### src/rtl/hazard_ctrl.sv
// hazard_ctrl: pipeline hazard/stall controller (load-use, branch flush, dmem freeze, timeout trap)
// Ports:
//   clk, rst (async, active-high)
//   id_rs1/id_rs2, id_uses_rs1/id_uses_rs2 : ID-stage source operands
//   ex_mem_read, ex_rd, ex_branch_taken    : EX-stage load flag, destination, taken branch
//   mem_req, dmem_ready                    : MEM-stage access in flight / completing
//   pc_write, ifid_write, idex_write, exmem_write : register enables (combinational)
//   ifid_flush, idex_flush                 : bubble injection (combinational)
//   state (RUN=00, FLUSH=01, ERR=11), mem_timeout (sticky until rst)
//   stall_cnt, freeze_cnt, branch_cnt      : saturating perf counters
// Macro HAZARD_PERF_EN builds the perf counters; otherwise they read 0.
module hazard_ctrl #(
  parameter int FLUSH_CYCLES = 2,
  parameter int MEM_TIMEOUT  = 255,
  parameter int CNT_W        = 32
) (
  input  logic             clk,
  input  logic             rst,
  input  logic [4:0]       id_rs1,
  input  logic [4:0]       id_rs2,
  input  logic             id_uses_rs1,
  input  logic             id_uses_rs2,
  input  logic             ex_mem_read,
  input  logic [4:0]       ex_rd,
  input  logic             ex_branch_taken,
  input  logic             mem_req,
  input  logic             dmem_ready,
  output logic             pc_write,
  output logic             ifid_write,
  output logic             idex_write,
  output logic             exmem_write,
  output logic             ifid_flush,
  output logic             idex_flush,
  output logic [1:0]       state,
  output logic             mem_timeout,
  output logic [CNT_W-1:0] stall_cnt,
  output logic [CNT_W-1:0] freeze_cnt,
  output logic [CNT_W-1:0] branch_cnt
);
  typedef enum logic [1:0] {RUN = 2'b00, FLUSH = 2'b01, ERR = 2'b11} state_t;
  localparam int FL_W = FLUSH_CYCLES > 2 ? $clog2(FLUSH_CYCLES) : 1;
  localparam logic [FL_W-1:0] FL_LOAD = FL_W'(FLUSH_CYCLES > 1 ? FLUSH_CYCLES - 2 : 0);
  localparam logic [15:0] TO_LAST = 16'(MEM_TIMEOUT - 1);
  state_t state_q;
  logic [FL_W-1:0] flush_left_q;
  logic [15:0] to_q;
  logic freeze, load_use, halt, stall;
  assign freeze = mem_req & ~dmem_ready;
  assign load_use = ex_mem_read & (ex_rd != 5'd0) &
                    ((id_uses_rs1 & (id_rs1 == ex_rd)) | (id_uses_rs2 & (id_rs2 == ex_rd)));
  // halt covers reset, the error trap and memory freeze: nothing captures, nothing flushes
  assign halt = rst | (state_q == ERR) | freeze;
  // load-use only stalls in RUN and yields to a taken branch, which squashes the consumer anyway
  assign stall = ~halt & ~ex_branch_taken & (state_q == RUN) & load_use;
  assign pc_write = ~halt & ~stall;
  assign ifid_write = ~halt & ~stall;
  assign idex_write = ~halt;
  assign exmem_write = ~halt;
  assign ifid_flush = ~halt & (ex_branch_taken | (state_q == FLUSH));
  assign idex_flush = ~halt & (ex_branch_taken | stall);
  assign state = state_q;
  assign mem_timeout = state_q == ERR;
  always_ff @(posedge clk or posedge rst) begin
    if (rst) begin
      state_q <= RUN;
      flush_left_q <= '0;
      to_q <= '0;
    end else if (state_q != ERR) begin
      if (freeze) begin
        to_q <= to_q + 16'd1;
        if (to_q == TO_LAST) state_q <= ERR;
      end else begin
        to_q <= '0;
        if (ex_branch_taken) begin
          state_q <= FLUSH_CYCLES > 1 ? FLUSH : RUN;
          flush_left_q <= FL_LOAD;
        end else if (state_q == FLUSH) begin
          if (flush_left_q == '0) state_q <= RUN;
          else flush_left_q <= flush_left_q - FL_W'(1);
        end
      end
    end
  end
`ifdef HAZARD_PERF_EN
  logic [CNT_W-1:0] stall_q, freeze_q, branch_q;
  logic freeze_ev, branch_ev;
  assign freeze_ev = freeze & (state_q != ERR);
  assign branch_ev = ~halt & ex_branch_taken;
  always_ff @(posedge clk or posedge rst) begin
    if (rst) begin
      stall_q <= '0;
      freeze_q <= '0;
      branch_q <= '0;
    end else begin
      stall_q <= stall_q + CNT_W'(stall & ~&stall_q);
      freeze_q <= freeze_q + CNT_W'(freeze_ev & ~&freeze_q);
      branch_q <= branch_q + CNT_W'(branch_ev & ~&branch_q);
    end
  end
  assign stall_cnt = stall_q;
  assign freeze_cnt = freeze_q;
  assign branch_cnt = branch_q;
`else
  assign stall_cnt = '0;
  assign freeze_cnt = '0;
  assign branch_cnt = '0;
`endif
endmodule
### config.mk
export PLATFORM = sky130hd
export DESIGN_NAME = hazard_ctrl
export DESIGN_NICKNAME = d
export VERILOG_FILES = /design/src/rtl/hazard_ctrl.sv
export SDC_FILE = /design/constraint.sdc
export NUM_CORES = 1
export LEC_CHECK = 0
export CORE_ASPECT_RATIO = 0.8
export CORE_UTILIZATION = 36
export CTS_CLUSTER_DIAMETER = 60
export CTS_CLUSTER_SIZE = 24
export DETAILED_ROUTE_END_ITERATION = 16
export GPL_ROUTABILITY_DRIVEN = 0
export PLACE_DENSITY = 0.82
export SLEW_MARGIN = 20
export SYNTH_ARGS = -nofsm -noshare
export SYNTH_HDL_FRONTEND = slang
export SYNTH_SLANG_ARGS = --single-unit
### constraint.sdc
create_clock -name clk -period 1.82 [get_ports clk]
set_input_delay 0.364 -clock clk [delete_from_list [all_inputs] [get_ports clk]]
set_output_delay 0.364 -clock clk [all_outputs]
set_load 0.03 [all_outputs]
## Word-level counts from Yosys, hierarchy flattened

Cells that the tools add are included.

- Register bits: 19
- Input bits: 23
- Logic and storage cells: 49

- Add/sub/neg operators: 2
- Equal/unequal tests: 8
- Muxes and demuxes: 9
- Bitwise logic cells: 21
- Reduce and logical (&&, ||, !) cells: 6

Operators by type and width:

| kind | number |
|---|---|
| $add 16x1->16 const B | 1 |
| $eq 16x8->1 const B | 1 |
| $mux 16 | 1 |
| $and 1x1->1 | 11 |
| $eq 5x5->1 | 2 |
| $mux 2 | 5 |
| $not 1->1 | 5 |
| $or 1x1->1 | 5 |
| $reduce_bool 5->1 | 1 |
| $reduce_and 4->1 | 1 |
| $mux 1 | 3 |
| $ne 3x2->1 const B | 1 |
| $reduce_and 3->1 | 1 |
| $reduce_bool 3->1 | 1 |
| $eq 2x1->1 const B | 1 |
| $eq 2x2->1 const B | 1 |
| $logic_not 2->1 | 1 |
| $ne 2x1->1 const B | 1 |
| $ne 2x2->1 const B | 1 |
| $reduce_bool 2->1 | 1 |
| $sub 1x1->1 const B | 1 |

## Logic depth before layout (Yosys ltp)

Gate-level depths: netlist of the first run.

- Word-level depth: 9
- Mapped depth: 6

## Least setup slack after synthesis of the first run

No wires, ideal clock.

- Path kind: flip-flop to output port
- Start: register state_q[0] (netlist: state[0])
- End: output pc_write
- Arrival time: 2052 ps
- Required time: 1456 ps
- Slack: -596 ps
- Cell stages (with the launch flop): 6
- Buffers on the path: 1
- Path through: dfrtp_1 nand2_1 nand2_1 nor2_1 o31a_1 buf_4

- Cells in the longest elaborated chain, start to end: 9

Ends and longest elaborated chain:

| what | RTL line | RTL |
|---|---|---|
| start, declared | 44 | `state_t state_q;` |
| start signal, assigned | 75 | `state_q <= FLUSH_CYCLES > 1 ? FLUSH : RUN;` |
| $eq 2x2->1 (*) | 52 | `assign halt = rst \| (state_q == ERR) \| freeze;` |
| $or 1x1->1 (*) (2 in series) | 52 |  |
| $not 1->1 (*) | - |  |
| named net exmem_write | 31 | `output logic exmem_write,` |
| $and 1x1->1 (3 in series) | 54 | `assign stall = ~halt & ~ex_branch_taken & (state_q == RUN) & load_use;` |
| $not 1->1 | 55 | `assign pc_write = ~halt & ~stall;` |
| $and 1x1->1 (*) | 55 |  |
| end, declared | 28 | `output logic pc_write,` |

Mark *: on every way through the listed nets, which the timed path passes. The rest lies on a longest branch.

## Worst setup path after layout of the first run

- Start: input ex_rd[0]
- End: output ifid_write

- Cells in the longest elaborated chain, start to end: 7

Ends and longest elaborated chain:

| what | RTL line | RTL |
|---|---|---|
| start, declared | 24 | `input logic [4:0] ex_rd,` |
| $eq 5x5->1 | 50 | `((id_uses_rs1 & (id_rs1 == ex_rd)) \| (id_uses_rs2 & (id_rs2 == ex_rd)));` |
| $and 1x1->1 | 50 |  |
| $or 1x1->1 | 50 |  |
| $and 1x1->1 (*) | 49 | `assign load_use = ex_mem_read & (ex_rd != 5'd0) &` |
| $and 1x1->1 (*) | 54 |  |
| $not 1->1 (*) | 56 | `assign ifid_write = ~halt & ~stall;` |
| $and 1x1->1 (*) | 56 |  |
| end, declared | 29 | `output logic ifid_write,` |

Mark *: on every way between the ends. The rest lies on a longest branch, timed or not.

==> flow_summary.toml, run 1 <==
[synth]
synth-simple-area-share = 0.1598
synthDistinctLibCells = 38
cell_type_with_the_largest_total_area_after_synthesis = "sky130_fd_sc_hd__buf_4"
synth_enable_flop_cells = 0
yosys-mux-area-fraction = 0
synth_area_mm2 = 0.001879
yosysTopAreaCellShare = 0.3955
synth.avg_cell_area_um2 = 8.390
synth-xor-area-share = 0.06991
post-synth-top-count-cell = "sky130_fd_sc_hd__buf_4"
compound_gate_fraction_of_synth_area = 0.1079
synth-seq-cells = 18
post_synth_inst_count = 224
synth_fa_ha_area_frac = 0.01332
synth_sequential_area_ratio = 0.2397
dominant_combinational_cell_family_by_area_after_synthesis = "buffers and inverters"
netlist_top_cells_area = "sky130_fd_sc_hd__buf_4 40%, sky130_fd_sc_hd__dfrtp_1 24%, sky130_fd_sc_hd__xor2_1 5.6%"
synth_top_flop_cell = "sky130_fd_sc_hd__dfrtp_1"
yosysWarningCount = 0
commonest_cells_post_synth = "99 x sky130_fd_sc_hd__buf_4, 18 x sky130_fd_sc_hd__dfrtp_1, 12 x sky130_fd_sc_hd__xor2_1"
postSynth.asyncResetShare = 1.000

[clocking]
ctsHtreeMaxLevel = 1
tritoncts.num_buffers = 3
tritoncts_clock_tree = "yes"
clkLatencyLatePin_ns = 0.26
cts.root.buffer_cell = "sky130_fd_sc_hd__clkbuf_8"
clk_pin_slew_worst_paths_ns = 0.06
numClockSinks = 18
cts-hold-fix-buffers = 0
clock_path_buffers = 2

[route]
routed_wire_length_per_instance_um = 11.09
via_per_instance_ratio = 4.147
dr.first_iter.drc_count = 62
firstDrtPassIters = 4
routed_vias = 1410
final_antenna_net_count = 0
route.final.wire_length_um = 3770
drcViolationCount = 0

[power_and_ir_drop]
power_density_mw_per_mm2 = 537.8
internal_power_consumption_uw = 689.1
ir_drop_v = 0.0002255
p_sw_frac = 0.4285
total_switching_power_uw = 516.7
cellLeakagePower_nw = 1.115
power.share.combinational = 0.418
share_clk_of_total_power = 0.241
seq_power_share = 0.341

[global_routing]
grt_max_degree = 12
global_route.usage.total = 0.1266
first_global_vias = 1140
grt_antenna_before_repair = 0
grt_first_pass_wirelength_um = 5175
grt.overflow.total = 0

[setup_path]
worstPathMaxFanout = 3
cp_startpoint = "ex_rd[0]"
critPathLaunchType = "input port"
cp_num_buf_inv = 2
arrival_ns = 1.62
crit_path_cell_trace = "buf_8 > xor2_2 > nor4_2 > a32oi_2 > o31a_1 > buf_6"
critical_path_class = "input port to primary output"
regToRegStartpoint = "state[0]"
cp-end-kind = "primary output"
crit_family = "compound AO/OA/AOI/OAI gates"
largest_stage_delay_worst_path_ns = 0.33
slowest_stage = "sky130_fd_sc_hd__nor4_2"
cp.required_ns = 1.46

[final_layout]
drive_gt1_frac = 0.2554
finish.utilization = 0.4478
antenna_cells_inserted = 0
area_delta_synth_final_pct = 19.31
finish.net_count = 304
nFillCells = 489
finish.instance_area_mm2 = 0.002242
layout.cells.non_filler = 340

[timing]
final.setup.tns_ns = -0.4427
postLayoutSetupSlackWorst_ns = -0.1660
finalHoldViolations = 0
finalSetupViolCount = 3
finalWorstPathRequiredPeriod_ns = 1.986
fmax_mhz = 503.5
fin_crit_sh = 1.091
slew_viol_final = 0
finalClockSkew_ns = 0.005905
worst_hold_slack_ns = 0.5274
rsz_0062_raised_after_global_routing = "true"

[run_status]
failed_checks = "setup timing"
outcome = "finished with violations"

[placed_design]
placed_area_mm2 = 0.002021
dp_cells = 329
post-dp-hpwl_um = 2597
buffer_ports.inserted = 31

[floorplanning]
die_outline_area_mm2 = 0.005515
die_w_um = 82.78
die-height_um = 66.63
design.core.area_mm2 = 0.005007
placement_rows = 23
ios = 128
start_util = 0.3753

[run]
drv.max_cap_violation_count = 0

[min_path]
hold_start = "to_q[2]"
holdCritPathClass = "flop to flop"
==> cells by family after synthesis <==
kind of cell,Yosys count
buf+inv,105
simple gates,53
compound gates,30
flops,18
xor+xnor,15
fa+ha+maj,2
other cells,1
==> layout make-up <==
type	count	area, um2	area share
Inverter	5	18.77	0.008371
Timing Repair Buffer	55	498.0	0.2221
Clock buffer	4	45.04	0.02009
Multi-Input combinational cell	196	1150	0.5128
Sequential cell	18	452.9	0.2020
Tap cell	62	77.57	0.03460
==> power by group through the flow <==
stage          combinational (mW)  sequential [mW]  clock (mW)
2_1_floorplan               0.500            0.426           0
3_3_place_gp                0.457            0.418           0
3_5_place_dp                0.460            0.419           0
4_1_cts                     0.484            0.412       0.301
5_1_grt                     0.537            0.413       0.308
6_report                    0.504            0.412       0.291
==> flip-flops by register name, indices dropped and copies added, names as in the netlist <==
name   flops
to_q      16
state      2
==> repair_timing <==
item / 4_1_cts / 5_1_grt
setup endpoints to repair: 7 / 11
gates resized for setup: 65 / 25
hold endpoints to repair: 0 / 0
setup buffers: 4 / 5
pin swaps: 14 / 18
==> layout by cell type (no fill, tap or decap), types with 2 or more instances in the layout <==
| cell | instances |
|---|---|
| sky130_fd_sc_hd__conb_1 | 96 |
| sky130_fd_sc_hd__buf_4 | 23 |
| sky130_fd_sc_hd__dfrtp_1 | 16 |
| sky130_fd_sc_hd__o21ai_0 | 10 |
| sky130_fd_sc_hd__xor2_1 | 10 |
| sky130_fd_sc_hd__nand2_1 | 8 |
| sky130_fd_sc_hd__buf_6 | 8 |
| sky130_fd_sc_hd__nor2_1 | 7 |
| sky130_fd_sc_hd__dlygate4sd2_1 | 6 |
| sky130_fd_sc_hd__inv_1 | 5 |
| sky130_fd_sc_hd__nand3_1 | 5 |
| sky130_fd_sc_hd__clkdlybuf4s50_1 | 5 |
| sky130_fd_sc_hd__nand4_1 | 4 |
| sky130_fd_sc_hd__o31ai_1 | 4 |
| sky130_fd_sc_hd__or4_4 | 4 |
| sky130_fd_sc_hd__nand2_2 | 3 |
| sky130_fd_sc_hd__and3_1 | 3 |
| sky130_fd_sc_hd__xnor2_1 | 3 |
| sky130_fd_sc_hd__a21oi_1 | 3 |
| sky130_fd_sc_hd__a21oi_2 | 3 |
| sky130_fd_sc_hd__clkbuf_8 | 3 |
| sky130_fd_sc_hd__buf_8 | 3 |
| sky130_fd_sc_hd__buf_2 | 3 |
| sky130_fd_sc_hd__clkdlybuf4s15_1 | 3 |
| sky130_fd_sc_hd__nand2b_4 | 2 |
| sky130_fd_sc_hd__and2_1 | 2 |
| sky130_fd_sc_hd__xor2_2 | 2 |
| sky130_fd_sc_hd__nor4_2 | 2 |
| sky130_fd_sc_hd__nor4b_1 | 2 |
| sky130_fd_sc_hd__o21a_1 | 2 |
| sky130_fd_sc_hd__ha_1 | 2 |
| sky130_fd_sc_hd__clkbuf_2 | 2 |
| sky130_fd_sc_hd__dfrtp_2 | 2 |
==> routing by layer <==
layer	part of all wire	vias up	wire (um)	GRT usage
met5	0	-	0	0
met4	0.0072	0	27	0.03017
met3	0.061	6	229	0.03562
met2	0.54	65	2050	0.2336
met1	0.39	670	1462	0.1415
li1	-	669	-	-
==> metrics by stage <==
stage	worst slack (ns)	power [mW]
global placement	-0.8778	0.8754
floorplan	-0.1589	0.9253
detailed placement	-0.9134	0.8792
global route	-0.1958	1.258
CTS	-0.1307	1.197
finish	-0.1660	1.206
==> worst paths after layout <==
| check | end | slack, ns | cells after the start |
|---|---|---|---|
| max in group asynchronous | to_q[12] | 1.06 | 4 |
| worst min register to register | to_q[2] | 0.53 | 1 |
| worst max register to register | to_q[14] | 0.02 | 6 |
| worst min-delay path | to_q[2] | 0.53 | 1 |
| worst max-delay path | ifid_write | -0.17 | 6 |
| min in group asynchronous | state[0] | 0.59 | 4 |
Note: power is estimated with default switching activity, not from simulation.
==> run 2, diff against run 1 <==
--- a/config.mk
+++ b/config.mk
@@ -6,12 +6,13 @@
 export NUM_CORES = 1
 export LEC_CHECK = 0
 export CORE_ASPECT_RATIO = 0.8
-export CORE_UTILIZATION = 36
+export CORE_UTILIZATION = 37
+export CTS_BUF_LIST = sky130_fd_sc_hd__clkbuf_2
 export CTS_CLUSTER_DIAMETER = 60
 export CTS_CLUSTER_SIZE = 24
 export DETAILED_ROUTE_END_ITERATION = 16
 export GPL_ROUTABILITY_DRIVEN = 0
-export PLACE_DENSITY = 0.82
+export PLACE_DENSITY = 0.83
 export SLEW_MARGIN = 20
 export SYNTH_ARGS = -nofsm -noshare
 export SYNTH_HDL_FRONTEND = slang
==> run 2 against run 1 <==
  * The run still ends with setup timing left
  * Fmax fell by 2.2%
  * Final cell count up 1.2%
  * Clock power down 40%
  * Design area stayed put
  * Combinational power barely moved
  * Critical path depth stayed put
  * Sequential share of layout area up 0.056 points
  * Worst setup slack lost 0.046 ns
  * Largest cell class unchanged
  * Highest routed layer unchanged
==> flow_summary.toml, run 2 (synthesized netlist as in run 1, its figures left out) <==
[power_and_ir_drop]
total_switching_power_uw = 507.7
power.share.combinational = 0.460
power_density_mw_per_mm2 = 486.5
total_power_mw = 1.091
p_sw_frac = 0.4654
share_clk_of_total_power = 0.161
internal_power_consumption_uw = 583.1
cellLeakagePower_nw = 1.135
ir_drop_v = 0.0002754
seq_power_share = 0.379

[clocking]
clkLatencyLatePin_ns = 0.31
numClockSinks = 18
clock_path_buffers = 2
tritoncts_clock_tree = "yes"
tritoncts.num_buffers = 3
clk_pin_slew_worst_paths_ns = 0.18
ctsHtreeMaxLevel = 1
cts.root.buffer_cell = "sky130_fd_sc_hd__clkbuf_2"

[route]
dr.first_iter.drc_count = 29
route.final.wire_length_um = 3738
drcViolationCount = 0
via_per_instance_ratio = 4.058
firstDrtPassIters = 4
final_antenna_net_count = 0
routed_vias = 1396
routed_wire_length_per_instance_um = 10.87

[placed_design]
dp_cells = 325
buffer_ports.inserted = 31
post-dp-hpwl_um = 2760

[timing]
rsz_0062_raised_after_global_routing = "true"
final.setup.tns_ns = -0.6575
fmax_mhz = 492.3
slew_viol_final = 0
postLayoutSetupSlackWorst_ns = -0.2115
finalSetupViolCount = 4
finalHoldViolations = 0
fin_crit_sh = 1.116
finalClockSkew_ns = 0.01510
finalWorstPathRequiredPeriod_ns = 2.031
worst_hold_slack_ns = 0.5530

[final_layout]
top_register = "to_q"
drive_gt1_frac = 0.2500
finish.utilization = 0.4736
antenna_cells_inserted = 0
layout_commonest_cell = "sky130_fd_sc_hd__conb_1"
commonest_cells_after_routing_fill_and_taps_aside = "96 x sky130_fd_sc_hd__conb_1, 25 x sky130_fd_sc_hd__buf_4, 15 x sky130_fd_sc_hd__dfrtp_1"
nFillCells = 454
largest_reg_flops = 16
multiInputGateArea_mm2 = 0.001114
sequential_cell_area_um2 = 454.2
area_delta_synth_final_pct = 19.31
finish.net_count = 310
layout.cells.non_filler = 344

[floorplanning]
placement_rows = 22
die-height_um = 65.75
design.core.area_mm2 = 0.004735
die_outline_area_mm2 = 0.005370
start_util = 0.3969
die_w_um = 81.68
ios = 128

[global_routing]
grt.overflow.total = 0
first_global_vias = 1162
global_route.usage.total = 0.1255
grt_first_pass_wirelength_um = 5099
grt_antenna_before_repair = 0
grt_max_degree = 19

[setup_path]
cp_num_buf_inv = 3
worstPathMaxFanout = 3
largest_stage_delay_worst_path_ns = 0.51
cp.required_ns = 1.46
cp-end-kind = "primary output"
critPathLaunchType = "input port"
crit_family = "simple AND/OR/NAND/NOR gates"
critical_path_class = "input port to primary output"
arrival_ns = 1.67
slowest_stage = "sky130_fd_sc_hd__or4_1"
worst_r2r_path_depth = 6
cp_num_cells = 6
crit_path_cell_trace = "buf_8 > or4_1 > o211ai_1 > buf_4 > o31a_1 > buf_6"

[run]
drv.max_cap_violation_count = 0

[run_status]
outcome = "finished with violations"
failed_checks = "setup timing"

[min_path]
holdCritPathClass = "input port to async pin"
-- run 2: cell count changes in the layout (fill, tap and decap cells not counted), moves of 2 or more --
| cell | before | now |
|---|---|---|
| sky130_fd_sc_hd__clkbuf_8 | 3 | 0 |
| sky130_fd_sc_hd__nor4_2 | 2 | 0 |
| sky130_fd_sc_hd__dlygate4sd2_1 | 6 | 11 |
| sky130_fd_sc_hd__nor4_1 | 0 | 2 |
| sky130_fd_sc_hd__xor2_1 | 10 | 12 |
| sky130_fd_sc_hd__nand2_4 | 0 | 2 |
| sky130_fd_sc_hd__buf_6 | 8 | 12 |
| sky130_fd_sc_hd__clkdlybuf4s15_1 | 3 | 1 |
| sky130_fd_sc_hd__xor2_2 | 2 | 0 |
| sky130_fd_sc_hd__buf_4 | 23 | 25 |
-- run 2: area by class of cell --
type,instances,area share
clock buffers,3,0.006696
clock inverters,1,0.001674
inverters,5,0.008371
multi-input cells,196,0.4967
flip-flops and latches,18,0.2026
well taps,60,0.03348
repair buffers,61,0.2506
-- run 2: final timing paths --
path	startpoint	slack (ns)	end
max	ex_rd[1]	-0.21	ifid_write
min	rst	0.55	to_q[6]
max in group asynchronous	rst	1.03	state[1]
min in group clk	to_q[4]	0.56	to_q[4]
max reg2reg	state[0]	0.04	to_q[12]
min reg2reg	to_q[4]	0.56	to_q[4]
-- run 2: timing repair --
action                                  4_1_cts  5_1_grt
endpoints found under the setup margin        8       10
pin swaps                                     8       16
cloned                                        0        0
hold buffers                                  0        0
buffers inserted                              7        8
gates resized for setup                      54       23
-- run 2: per-layer routing --
metal / global-route usage / part of all wire / vias to the layer above / routed length (um)
met3: 0.02639 / 0.060 / 7 / 225
li1: - / - / 683 / -
met4: 0.03289 / 0.015 / 0 / 57
met5: 0 / 0 / - / 0
met1: 0.1477 / 0.41 / 645 / 1534
met2: 0.2281 / 0.51 / 61 / 1922
-- run 2: worst min-delay path: stages --
cell and delay, ns:
sky130_fd_sc_hd__clkdlybuf4s50_1 0.44, sky130_fd_sc_hd__buf_4 0.17, sky130_fd_sc_hd__inv_1 0.05, sky130_fd_sc_hd__buf_4 0.25
-- run 2: power by group through the flow --
stage          clock network (mW)  registers, mW  logic, mW
2_1_floorplan                   0          0.426      0.500
3_3_place_gp                    0          0.418      0.453
3_5_place_dp                    0          0.418      0.458
4_1_cts                     0.184          0.411      0.478
5_1_grt                     0.205          0.414      0.532
6_report                    0.176          0.413      0.502
-- run 2: through the flow --
step / instance area (um2) / setup slack (ns)
floorplan: 2258 / -0.1589
global route: 2242 / -0.3067
CTS: 2110 / -0.2153
detailed placement: 2003 / -0.9234
global placement: 2003 / -0.8935
finish: 2242 / -0.2115
